File: src/rtl/fifo_arb_pkg.sv
// Shared types and default parameters for the FIFO write arbiter.
//   arb_state_t      : arbiter FSM state (IDLE, BURST)
//   DEF_*            : default values for the top-level parameters
package fifo_arb_pkg;

    typedef enum logic {
        IDLE  = 1'b0,
        BURST = 1'b1
    } arb_state_t;

    localparam int unsigned DEF_NUM_REQ   = 4;
    localparam int unsigned DEF_WIDTH     = 8;
    localparam int unsigned DEF_MAX_BURST = 4;

endpackage

File: src/rtl/fifo_wr_arbiter_rr_pick.sv
// Rotating-priority encoder: returns the first asserted request after i_last.
//   i_req   : request vector
//   i_last  : index with lowest priority; scan starts at i_last+1 and wraps
//   o_valid : at least one request asserted
//   o_idx   : index of the winning request (0 when o_valid=0)
module rr_pick #(
    parameter int unsigned NUM_REQ  = 4,
    parameter int unsigned ID_WIDTH = $clog2(NUM_REQ)
) (
    input  logic [NUM_REQ-1:0]  i_req,
    input  logic [ID_WIDTH-1:0] i_last,
    output logic                o_valid,
    output logic [ID_WIDTH-1:0] o_idx
);

    // Scan offsets 1..NUM_REQ so that i_last itself is checked last.
    always_comb begin
        int unsigned pos;
        logic [ID_WIDTH-1:0] w_pos;
        pos     = 0;
        w_pos   = '0;
        o_valid = 1'b0;
        o_idx   = '0;
        for (int unsigned k = 1; k <= NUM_REQ; k++) begin
            pos   = (32'(i_last) + k) % NUM_REQ;
            w_pos = ID_WIDTH'(pos);
            if (!o_valid && i_req[w_pos]) begin
                o_valid = 1'b1;
                o_idx   = w_pos;
            end
        end
    end

endmodule

File: src/rtl/fifo_wr_arbiter.sv
// Round-robin write arbiter sharing one FIFO write port among NUM_REQ sources,
// with bounded bursts and source tagging. Never writes while the FIFO is full.
//   clk, rst  : clock; synchronous active-low reset
//   req       : per-requester request, held with data until ack
//   req_data  : requester i data at [i*WIDTH +: WIDTH]
//   full      : FIFO full flag (combinational gate on writes)
//   ack       : one-hot grant, beat written this cycle
//   wr_en     : FIFO write enable (|ack)
//   wdata     : selected data, 0 when idle
//   wsrc      : source index of the write, 0 when idle
//   busy      : arbiter is inside a burst
module fifo_wr_arbiter
    import fifo_arb_pkg::*;
#(
    parameter int unsigned NUM_REQ   = DEF_NUM_REQ,
    parameter int unsigned WIDTH     = DEF_WIDTH,
    parameter int unsigned MAX_BURST = DEF_MAX_BURST,
    parameter int unsigned ID_WIDTH  = $clog2(NUM_REQ)
) (
    input  logic                     clk,
    input  logic                     rst,
    input  logic [NUM_REQ-1:0]       req,
    input  logic [NUM_REQ*WIDTH-1:0] req_data,
    input  logic                     full,
    output logic [NUM_REQ-1:0]       ack,
    output logic                     wr_en,
    output logic [WIDTH-1:0]         wdata,
    output logic [ID_WIDTH-1:0]      wsrc,
    output logic                     busy
);

    localparam int unsigned         BEAT_W   = $clog2(MAX_BURST + 1);
    localparam logic [ID_WIDTH-1:0] LAST_RST = ID_WIDTH'(NUM_REQ - 1);

    arb_state_t          r_state,  w_state_nxt;
    logic [ID_WIDTH-1:0] r_owner,  w_owner_nxt;
    logic [ID_WIDTH-1:0] r_last,   w_last_nxt;
    logic [BEAT_W-1:0]   r_beats,  w_beats_nxt;

    logic                w_locked;
    logic                w_write;
    logic [ID_WIDTH-1:0] w_cand;
    logic [ID_WIDTH-1:0] w_scan_last;
    logic                w_pick_valid;
    logic [ID_WIDTH-1:0] w_pick_idx;
    logic [NUM_REQ-1:0]  w_ack;
    logic [WIDTH-1:0]    w_wdata;
    logic [ID_WIDTH-1:0] w_wsrc;

    // A burst owner scans from itself, so an expired owner has lowest priority.
    assign w_scan_last = (r_state == BURST) ? r_owner : r_last;

    rr_pick #(
        .NUM_REQ  (NUM_REQ),
        .ID_WIDTH (ID_WIDTH)
    ) u_rr_pick (
        .i_req   (req),
        .i_last  (w_scan_last),
        .o_valid (w_pick_valid),
        .o_idx   (w_pick_idx)
    );

    // State register.
    always_ff @(posedge clk) begin
        if (!rst) begin
            r_state <= IDLE;
            r_owner <= '0;
            r_last  <= LAST_RST;
            r_beats <= '0;
        end else begin
            r_state <= w_state_nxt;
            r_owner <= w_owner_nxt;
            r_last  <= w_last_nxt;
            r_beats <= w_beats_nxt;
        end
    end

    // Grant selection, output mux and next-state.
    always_comb begin
        w_state_nxt = r_state;
        w_owner_nxt = r_owner;
        w_last_nxt  = r_last;
        w_beats_nxt = r_beats;
        w_ack       = '0;
        w_wdata     = '0;
        w_wsrc      = '0;

        w_locked = (r_state == BURST) && req[r_owner] && (r_beats < BEAT_W'(MAX_BURST));
        w_cand   = w_locked ? r_owner : w_pick_idx;
        // rst gating keeps every output quiet during reset.
        w_write  = rst && !full && (w_locked || w_pick_valid);

        if (w_write) begin
            w_wsrc = w_cand;
            for (int unsigned i = 0; i < NUM_REQ; i++) begin
                if (ID_WIDTH'(i) == w_cand) begin
                    w_ack[i] = 1'b1;
                    w_wdata  = req_data[i*WIDTH +: WIDTH];
                end
            end
        end

        case (r_state)
            IDLE: begin
                if (w_write) begin
                    if (MAX_BURST == 1) begin
                        w_last_nxt = w_cand;
                    end else begin
                        w_state_nxt = BURST;
                        w_owner_nxt = w_cand;
                        w_beats_nxt = BEAT_W'(1);
                    end
                end
            end
            BURST: begin
                if (w_locked) begin
                    // Stalled cycles (full) leave the beat count alone.
                    if (w_write) begin
                        w_beats_nxt = r_beats + BEAT_W'(1);
                    end
                end else begin
                    // Release; a same-cycle grant starts the next burst with no bubble.
                    w_last_nxt = r_owner;
                    if (w_write) begin
                        w_owner_nxt = w_cand;
                        w_beats_nxt = BEAT_W'(1);
                    end else begin
                        w_state_nxt = IDLE;
                        w_beats_nxt = '0;
                    end
                end
            end
            default: begin
                w_state_nxt = IDLE;
            end
        endcase
    end

    assign ack   = w_ack;
    assign wr_en = |w_ack;
    assign wdata = w_wdata;
    assign wsrc  = w_wsrc;
    assign busy  = rst && (r_state == BURST);

endmodule

File: config.mk
export PLATFORM = sky130hd
export DESIGN_NAME = fifo_wr_arbiter
export DESIGN_NICKNAME = d
export VERILOG_FILES = /design/src/rtl/fifo_arb_pkg.sv /design/src/rtl/fifo_wr_arbiter_rr_pick.sv /design/src/rtl/fifo_wr_arbiter.sv
export SDC_FILE = /design/constraint.sdc
export NUM_CORES = 1
export LEC_CHECK = 0
export CAP_MARGIN = 10
export CORE_ASPECT_RATIO = 0.7
export CORE_UTILIZATION = 39
export CTS_BUF_LIST = sky130_fd_sc_hd__clkbuf_8
export CTS_CLUSTER_DIAMETER = 80
export DETAILED_ROUTE_END_ITERATION = 10
export GPL_ROUTABILITY_DRIVEN = 1
export PLACE_DENSITY = 0.82
export SLEW_MARGIN = 40
export SYNTH_ARGS = -nofsm -noshare
export SYNTH_HDL_FRONTEND = slang
export SYNTH_HIERARCHICAL = 1
export SYNTH_SLANG_ARGS = --single-unit
File: constraint.sdc
create_clock -name clk -period 4.2 [get_ports clk]
set_clock_uncertainty 0.1 [all_clocks]
set_input_delay 1.26 -clock clk [delete_from_list [all_inputs] [get_ports clk]]
set_output_delay 1.26 -clock clk [all_outputs]
set_load 0.03 [all_outputs]
==> results of run 1 <==
==> cell families after synthesis <==
family | after synthesis | share of synthesized area, %
buffers and inverters | 8 | 4.25
flip-flops | 8 | 17.0
AO/OA/AOI/OAI | 42 | 34.5
multiplexers | 16 | 18.7
AND/OR/NAND/NOR | 43 | 24.2
adder cells (fa/ha/maj) | 1 | 1.33
==> repair_timing <==
| action | in CTS |
|---|---|
| pin swaps | 13 |
| gates cloned | 2 |
| buffers inserted | 9 |
| resized for setup | 59 |
| setup endpoints to repair | 15 |
==> stage by stage <==
stage / setup TNS (ns) / hold WS [ns]
after detailed placement: -5.45 / 0.366
after floorplan: 0 / 0.336
after CTS: 0 / 0.376
after global placement: -4.42 / 0.351
==> qor.csv, run 1 <==
stage,metric,value,unit
floorplanning,io_pins,55,
synth,ys_async_sr_fraction,0,%
floorplanning,die_x,60.7,um
synth,synth_top_area_cell,dfxtp_1,
placement,dpl.cell_count,227,
timing,worst_endpoint,wdata[3],
synth,synth_top_area_share,17.0,%
placement,pre_cts_slack,-0.537,ns
cts,cts_sinks,8,
synth,ys_top_cells_by_area,"dfxtp_1, mux2i_1, a32oi_1, nor2b_1, nor2_1",
cts,clk_root_buffer_cell,clkbuf_8,
synth,ys_types,41,
run_status,error_line,"[ERROR DPL-0038] Utilization greater than 100%, impossible to legalize",
placement,place.gp.congestion,0.887,
floorplanning,start_util,42.7,%
synth,synth_nets,158,
floorplanning,fp-row-count,14,
placement,io_buffer_count,54,
floorplanning,die_height,43.1,um
synth,yosysWarningCount,6,
synth,synth_seq_cells,8,
synth,yosysSeqAreaShare,17.0,%
timing,worstEndpointType,primary output,
run_status,lastStage,global routing (5_1_grt),
placement,dp_hpwl,3.20,mm
synth,netlist_instances,118,
synth,syn-cell-area,942,um^2
synth,synthTopCellsByCount,"mux2i_1, nor2_1, a32oi_1",
synth,synth_top_flop_cell,dfxtp_1,
synth,synth-edff-count,0,
synth,post-synth-top-count-cell,mux2i_1,
grt,grt_start_max_net_pins,10,
cts,h-tree-depth,1,
run_status,status,aborted with a tool error,
placement,placed_cell_area,0.00173,mm^2
cts,cts_made_buffers,3,
synth,syn_avg_cell_area,7.98,um^2
cts,clockBufferDepth,2,
cts,cts-hold-fix-buffers,0,
==> inputs of run 2 (changes only) <==
CORE_AREA = 2 2 63 65   (was not set)
CORE_ASPECT_RATIO = not set   (was 0.7)
CORE_UTILIZATION = not set   (was 39)
CTS_BUF_LIST = not set   (was sky130_fd_sc_hd__clkbuf_8)
CTS_CLUSTER_DIAMETER = not set   (was 80)
DIE_AREA = 0 0 65 67   (was not set)
PLACE_DENSITY = not set   (was 0.82)
PLACE_DENSITY_LB_ADDON = 0.15   (was not set)
==> qor.csv, run 2 <==
stage,metric,value,unit,change
run_status,status,"complete, but fails checks",,
run_status,violations,setup timing,,
synth,ys_async_sr_fraction,0,%,unchanged
pwr,powerDensity,254,mW/mm^2,
synth,synthTopCellsByCount,"mux2i_1, nor2_1, a32oi_1",,
setup_path,worst_path_most_repeated_cell,buf_6,,
timing,finalWorstSetupSlack,-0.0394,ns,
timing,period_minus_slack,4.24,ns,
detailed_routing,vias,1304,,
layout,n_fill_cell,299,,
layout,antennaDiodeCount,0,,
detailed_routing,ant_nets,0,,
cts,insertion_delay,0.23,ns,
synth,synth_top_family_by_area,compound AO/OA/AOI/OAI gates,,
cts,cts_tree,built,,
setup_path,required,2.84,ns,
synth,yosysWarningCount,6,,unchanged
setup_path,path_max_fanout,8,,
synth,muxShareOfSynthArea,18.7,%,unchanged
setup_path,critPathLaunchType,primary input,,
synth,yosysSeqAreaShare,17.0,%,unchanged
timing,finalHoldViolCount,0,,
floorplanning,io_pins,55,,unchanged
cts,clockBufferDepth,2,,unchanged
cts,cts-hold-fix-buffers,0,,unchanged
floorplanning,die-area,0.00436,mm^2,
detailed_routing,vias_per_cell,4.96,,
grt,grt-ovfl-total,0,,
detailed_routing,wl_per_cell,15.9,um,
setup_path,startpoint,req[3],,
grt,grt_start_max_net_pins,10,,
synth,ys_top_cells_by_area,"dfxtp_1, mux2i_1, a32oi_1, nor2b_1, nor2_1",,
timing,drv_slew,0,,
timing,slew-limit-headroom,61.1,%,
timing,worst_slew_pin_slew,0.581,ns,
timing,min_period_over_period,101,%,
detailed_routing,drc,0,,
setup_path,cp.buffers_inverters,4,,
grt,antenna_found_initial,0,,
synth,ys_types,41,,unchanged
floorplanning,die_x,65,um,+7.0%
synth,synth_nets,158,,unchanged
synth,syn-cell-area,942,um^2,unchanged
setup_path,cp_slowest_cell,mux2i_2,,
pwr,power.total,0.554,mW,
detailed_routing,drtIter0Drc,69,,
cts,cts_made_buffers,3,,unchanged
layout,regMostFlops,r_beats,,
synth,yosys.area_share.simple,24.2,%,unchanged
cts,h-tree-depth,1,,unchanged
detailed_routing,wirelength,4.18,mm,
worst_hold_path,min_path_type,reg -> reg,,
layout,largest_registers,"r_beats (3), r_last (2), r_owner (2)",,
layout,nNetsFinal,257,,
layout,largest_reg_flops,3,,
synth,synth-edff-count,0,,unchanged
grt,grt_pass1_wl,6.31,mm,
floorplanning,die_height,67,um,+55%
placement,dp_hpwl,2.79,mm,-13%
grt,grt_pass1_vias,1295,,
floorplanning,fp-row-count,22,,+8
synth,syn_avg_cell_area,7.98,um^2,unchanged
setup_path,endpoint_kind,primary output,,
synth,synth_compound_area_share,34.5,%,unchanged
synth,synthAdderAreaFrac,1.33,%,unchanged
setup_path,cp_top_family,buffers and inverters,,
worst_hold_path,hold_path_startpoint,r_last[0],,
layout,layout_common_cells,"buf_4, clkdlybuf4s50_1, buf_6",,
detailed_routing,drt_pass1_iterations,4,,
synth,netlist_instances,118,,unchanged
placement,io_buffer_count,54,,unchanged
timing,finalSetupViolCount,7,,
cts,clk_root_buffer_cell,clkbuf_8,,
setup_path,r2r_start,r_owner[0],,
timing,rsz0062_at_grt,yes,,
cts,cts_sinks,8,,unchanged
floorplanning,core_region_area,0.00361,mm^2,
cts,clk_pin_slew,0.04,ns,
pwr,p_leak,0.886,nW,
synth,synth_top_area_share,17.0,%,unchanged
grt,track_usage,18.8,%,
synth,synth_top_area_cell,dfxtp_1,,
synth,synth_top_flop_cell,dfxtp_1,,
layout,layout_commonest_cell,buf_4,,
floorplanning,start_util,26.1,%,-17 points
setup_path,critical_path.max_stage_delay,0.24,ns,
job,cap_violations,0,,
timing,max_freq,0.236,GHz,
synth,synth-xor-area-share,0,%,unchanged
placement,pre_cts_slack,-0.452,ns,+0.0854 ns
pwr,irDropWorstVdd,0.000224,V,
synth,post-synth-top-count-cell,mux2i_1,,
setup_path,crit_type,in -> out,,
layout,area_growth,131,%,
setup_path,cp.arrival,2.88,ns,
layout,drive_gt1_share,52.1,%,
synth,synth_seq_cells,8,,unchanged
setup_path,crit_chain,"buf_8, and2b_1, a21oi_2, o221ai_4, buf_6, mux2i_4, buf_12, mux2i_2, o21ai_2, buf_6",,
placement,place.gp.congestion,0.861,,-2.9%
run 2: area by class of cell:
cell class                      instances  area [um^2]  share of cell area (%)
Clock buffer                            3         41.3                    1.90
Tap cell                               48         60.1                    2.76
Sequential cell                         8          160                    7.36
Inverter                                4         15.0                   0.690
Multi-Input combinational cell        103          988                    45.4
Timing Repair Buffer                   97          912                    41.9
run 2: power breakdown:
part	switching (mW)	internal [mW]
sequential	0.00885	0.0827
clock	0.0306	0.0621
combinational	0.170	0.199
total	0.210	0.344
run 2: repair_timing:
item	in CTS	in global routing
resized for setup	50	23
pin swaps	11	13
buffers inserted	5	8
cloned	2	0
endpoints found under the hold margin	0	0
setup endpoints to repair	15	9
run 2: kinds of logic after synthesis:
logic type,after synthesis
buffers and inverters,8
DFF,8
AOI/OAI and AO/OA,42
and+or+nand+nor,43
muxes,16
adders and majority gates,1
run 2: metal layers:
layer	global-route usage, %	wire (um)	share of wire [%]	up-vias
li1	-	-	-	653
met1	23.7	1850	44	616
met2	34.1	2190	52	32
met3	1.69	107	2.6	3
met4	4.79	29	0.69	0
met5	0	0	0	-
run 2: per-stage QoR:
step | area (um^2) | setup TNS (ns) | utilization, % | instances | hold WS [ns]
3_5_place_dp | 1770 | -5.23 | 49.1 | 246 | 0.369
5_1_grt | 2180 | -0.648 | 60.4 | 263 | 0.409
3_3_place_gp | 1770 | -4.92 | 49.1 | 246 | 0.347
2_1_floorplan | 996 | 0 | - | 118 | 0.336
6_report | 2180 | -0.231 | 60.4 | 263 | 0.372
4_1_cts | 2060 | 0 | 57.1 | 256 | 0.378
run 2: final timing paths:
path                                   end  slack [ns]  depth (start not counted)
worst max-delay path              wdata[3]       -0.04                         10
worst min-delay path             r_last[0]        0.37                          2
worst max register to register  r_owner[1]        1.94                          7
worst min register to register   r_last[0]        0.37                          2
run 2: worst min-delay path, cell delays in order (launching register included):
cell     delay, ns
dfxtp_1       0.32
nand2_1       0.05
nand3_1       0.07
Note: power is estimated with default switching activity, not from simulation.
==> inputs of run 3 (changes only) <==
CTS_CLUSTER_SIZE = 8   (was not set)
==> results of run 3 <==
Final layout, timing and power as in run 2 (identical DEF).
==> inputs of run 4 (changes only) <==
SKIP_LAST_GASP = 1   (was not set)
==> qor.csv, run 4 (same netlist as run 2, synthesis figures left out) <==
stage,metric,value,unit,change
grt,grt_start_max_net_pins,10,,unchanged
layout,area_growth,130,%,
cts,cts-hold-fix-buffers,0,,unchanged
pwr,powerDensity,254,mW/mm^2,-0.24%
detailed_routing,drt_pass1_iterations,4,,unchanged
timing,finalHoldViolCount,0,,unchanged
timing,min_period_over_period,101,%,about the same
timing,worst_slew_pin_slew,0.588,ns,+0.00653 ns
cts,clk_pin_slew,0.04,ns,about the same
grt,grt_pass1_wl,6.31,mm,unchanged
setup_path,endpoint_kind,primary output,,
cts,clockBufferDepth,2,,unchanged
cts,cts_tree,built,,
setup_path,path_max_fanout,8,,unchanged
layout,antennaDiodeCount,0,,unchanged
run_status,status,"complete, but fails checks",,
detailed_routing,wl_per_cell,15.8,um,-0.41%
detailed_routing,vias_per_cell,4.93,,-0.54%
placement,dp_hpwl,2.79,mm,unchanged
setup_path,crit_type,in -> out,,
grt,antenna_found_initial,0,,unchanged
placement,io_buffer_count,54,,unchanged
setup_path,cp.arrival,2.88,ns,about the same
timing,finalSetupViolCount,7,,unchanged
timing,tns,-0.201,ns,+0.0294 ns
pwr,p_leak,0.883,nW,-0.29%
run_status,violations,setup timing,,
layout,layout_common_cells,"buf_4, clkdlybuf4s50_1, buf_6",,
floorplanning,core_region_area,0.00361,mm^2,unchanged
grt,track_usage,18.8,%,unchanged
floorplanning,die-area,0.00436,mm^2,unchanged
pwr,irDropWorstVdd,0.000223,V,-0.27%
layout,largest_registers,"r_beats (3), r_last (2), r_owner (2)",,
cts,h-tree-depth,1,,unchanged
pwr,power.total,0.551,mW,-0.53%
cts,insertion_delay,0.23,ns,about the same
layout,drive_gt1_share,51.6,%,-0.47 points
worst_hold_path,min_path_type,reg -> reg,,
floorplanning,die_height,67,um,unchanged
layout,nNetsFinal,257,,unchanged
timing,max_freq,0.236,GHz,about the same
layout,stdcell_count,263,,unchanged
layout,regMostFlops,r_beats,,
floorplanning,start_util,26.1,%,unchanged
grt,grt_pass1_vias,1295,,unchanged
detailed_routing,drtIter0Drc,75,,+8.7%
grt,grt-ovfl-total,0,,unchanged
detailed_routing,drc,0,,unchanged
floorplanning,fp-row-count,22,,unchanged
layout,layout_commonest_cell,buf_4,,
detailed_routing,wirelength,4.16,mm,-0.41%
placement,place.gp.congestion,0.861,,unchanged
setup_path,critPathLaunchType,primary input,,
cts,cts_made_buffers,3,,unchanged
floorplanning,die_x,65,um,unchanged
timing,slew-limit-headroom,60.6,%,-0.44 points
detailed_routing,ant_nets,0,,unchanged
timing,finalWorstSetupSlack,-0.0358,ns,+0.00353 ns
cts,cts_sinks,8,,unchanged
floorplanning,io_pins,55,,unchanged
layout,largest_reg_flops,3,,unchanged
setup_path,required,2.84,ns,about the same
placement,dpl.cell_count,246,,unchanged
timing,drv_slew,0,,unchanged
cts,clk_root_buffer_cell,clkbuf_8,,
job,cap_violations,0,,unchanged
detailed_routing,vias,1297,,-0.54%
timing,rsz0062_at_grt,yes,,
timing,period_minus_slack,4.24,ns,-0.00353 ns
run 4: cell counts in the layout (fill, tap and decap cells not counted):
Identical to the previous run, type by type.
run 4: timing repair:
item / 4_1_cts / 5_1_grt
gates cloned: 2 / 0
setup buffers: 5 / 8
endpoints found under the setup margin: 15 / 9
pin swaps: 11 / 12
resized for setup: 50 / 20
endpoints found under the hold margin: 0 / 0
run 4: worst paths after layout:
check	cells past startpoint	endpoint	from	slack, ns
worst min register to register	2	r_last[0]	r_last[0]	0.38
worst max register to register	7	r_owner[1]	r_owner[0]	1.93
worst min-delay path	2	r_last[0]	r_last[0]	0.38
worst max-delay path	10	wdata[3]	req[3]	-0.04
run 4: critical path, cell delays in order:
cell and delay (ns):
buf_8 0.10, and2b_1 0.17, a21oi_2 0.17, o221ai_4 0.18, buf_6 0.16, mux2i_4 0.19
buf_12 0.18, mux2i_2 0.24, o21ai_2 0.08, buf_6 0.14
run 4: cell type report:
type,instances,area (um^2)
Timing Repair Buffer,97,912
Tap cell,48,60.1
Inverter,4,15.0
Fill cell,299,1440
Multi-Input combinational cell,103,982
Clock buffer,3,41.3
Sequential cell,8,160
run 4: routing by layer:
layer	GRT usage, %	part of all wire (%)	routed length, um	vias up
met2	34.1	52	2180	24
met1	23.7	45	1860	617
met3	1.69	2.3	95	3
met4	4.79	0.72	30	0
met5	0	0	0	-
li1	-	-	-	653
run 4: per-stage QoR:
step | area [um^2] | utilization, % | hold WS (ns) | worst slack (ns)
6_report | 2170 | 60.2 | 0.375 | -0.0358
5_1_grt | 2170 | 60.2 | 0.409 | -0.100
4_1_cts | 2060 | 57.1 | 0.378 | 0.00447
3_5_place_dp | 1770 | 49.1 | 0.369 | -0.452
3_3_place_gp | 1770 | 49.1 | 0.347 | -0.441
2_1_floorplan | 996 | - | 0.336 | 0.00175
run 4: power breakdown:
part / switching, mW / total (mW) / internal [mW]
Combinational: 0.169 / 0.367 / 0.198
Sequential: 0.00895 / 0.0917 / 0.0827
Clock: 0.0306 / 0.0927 / 0.0621
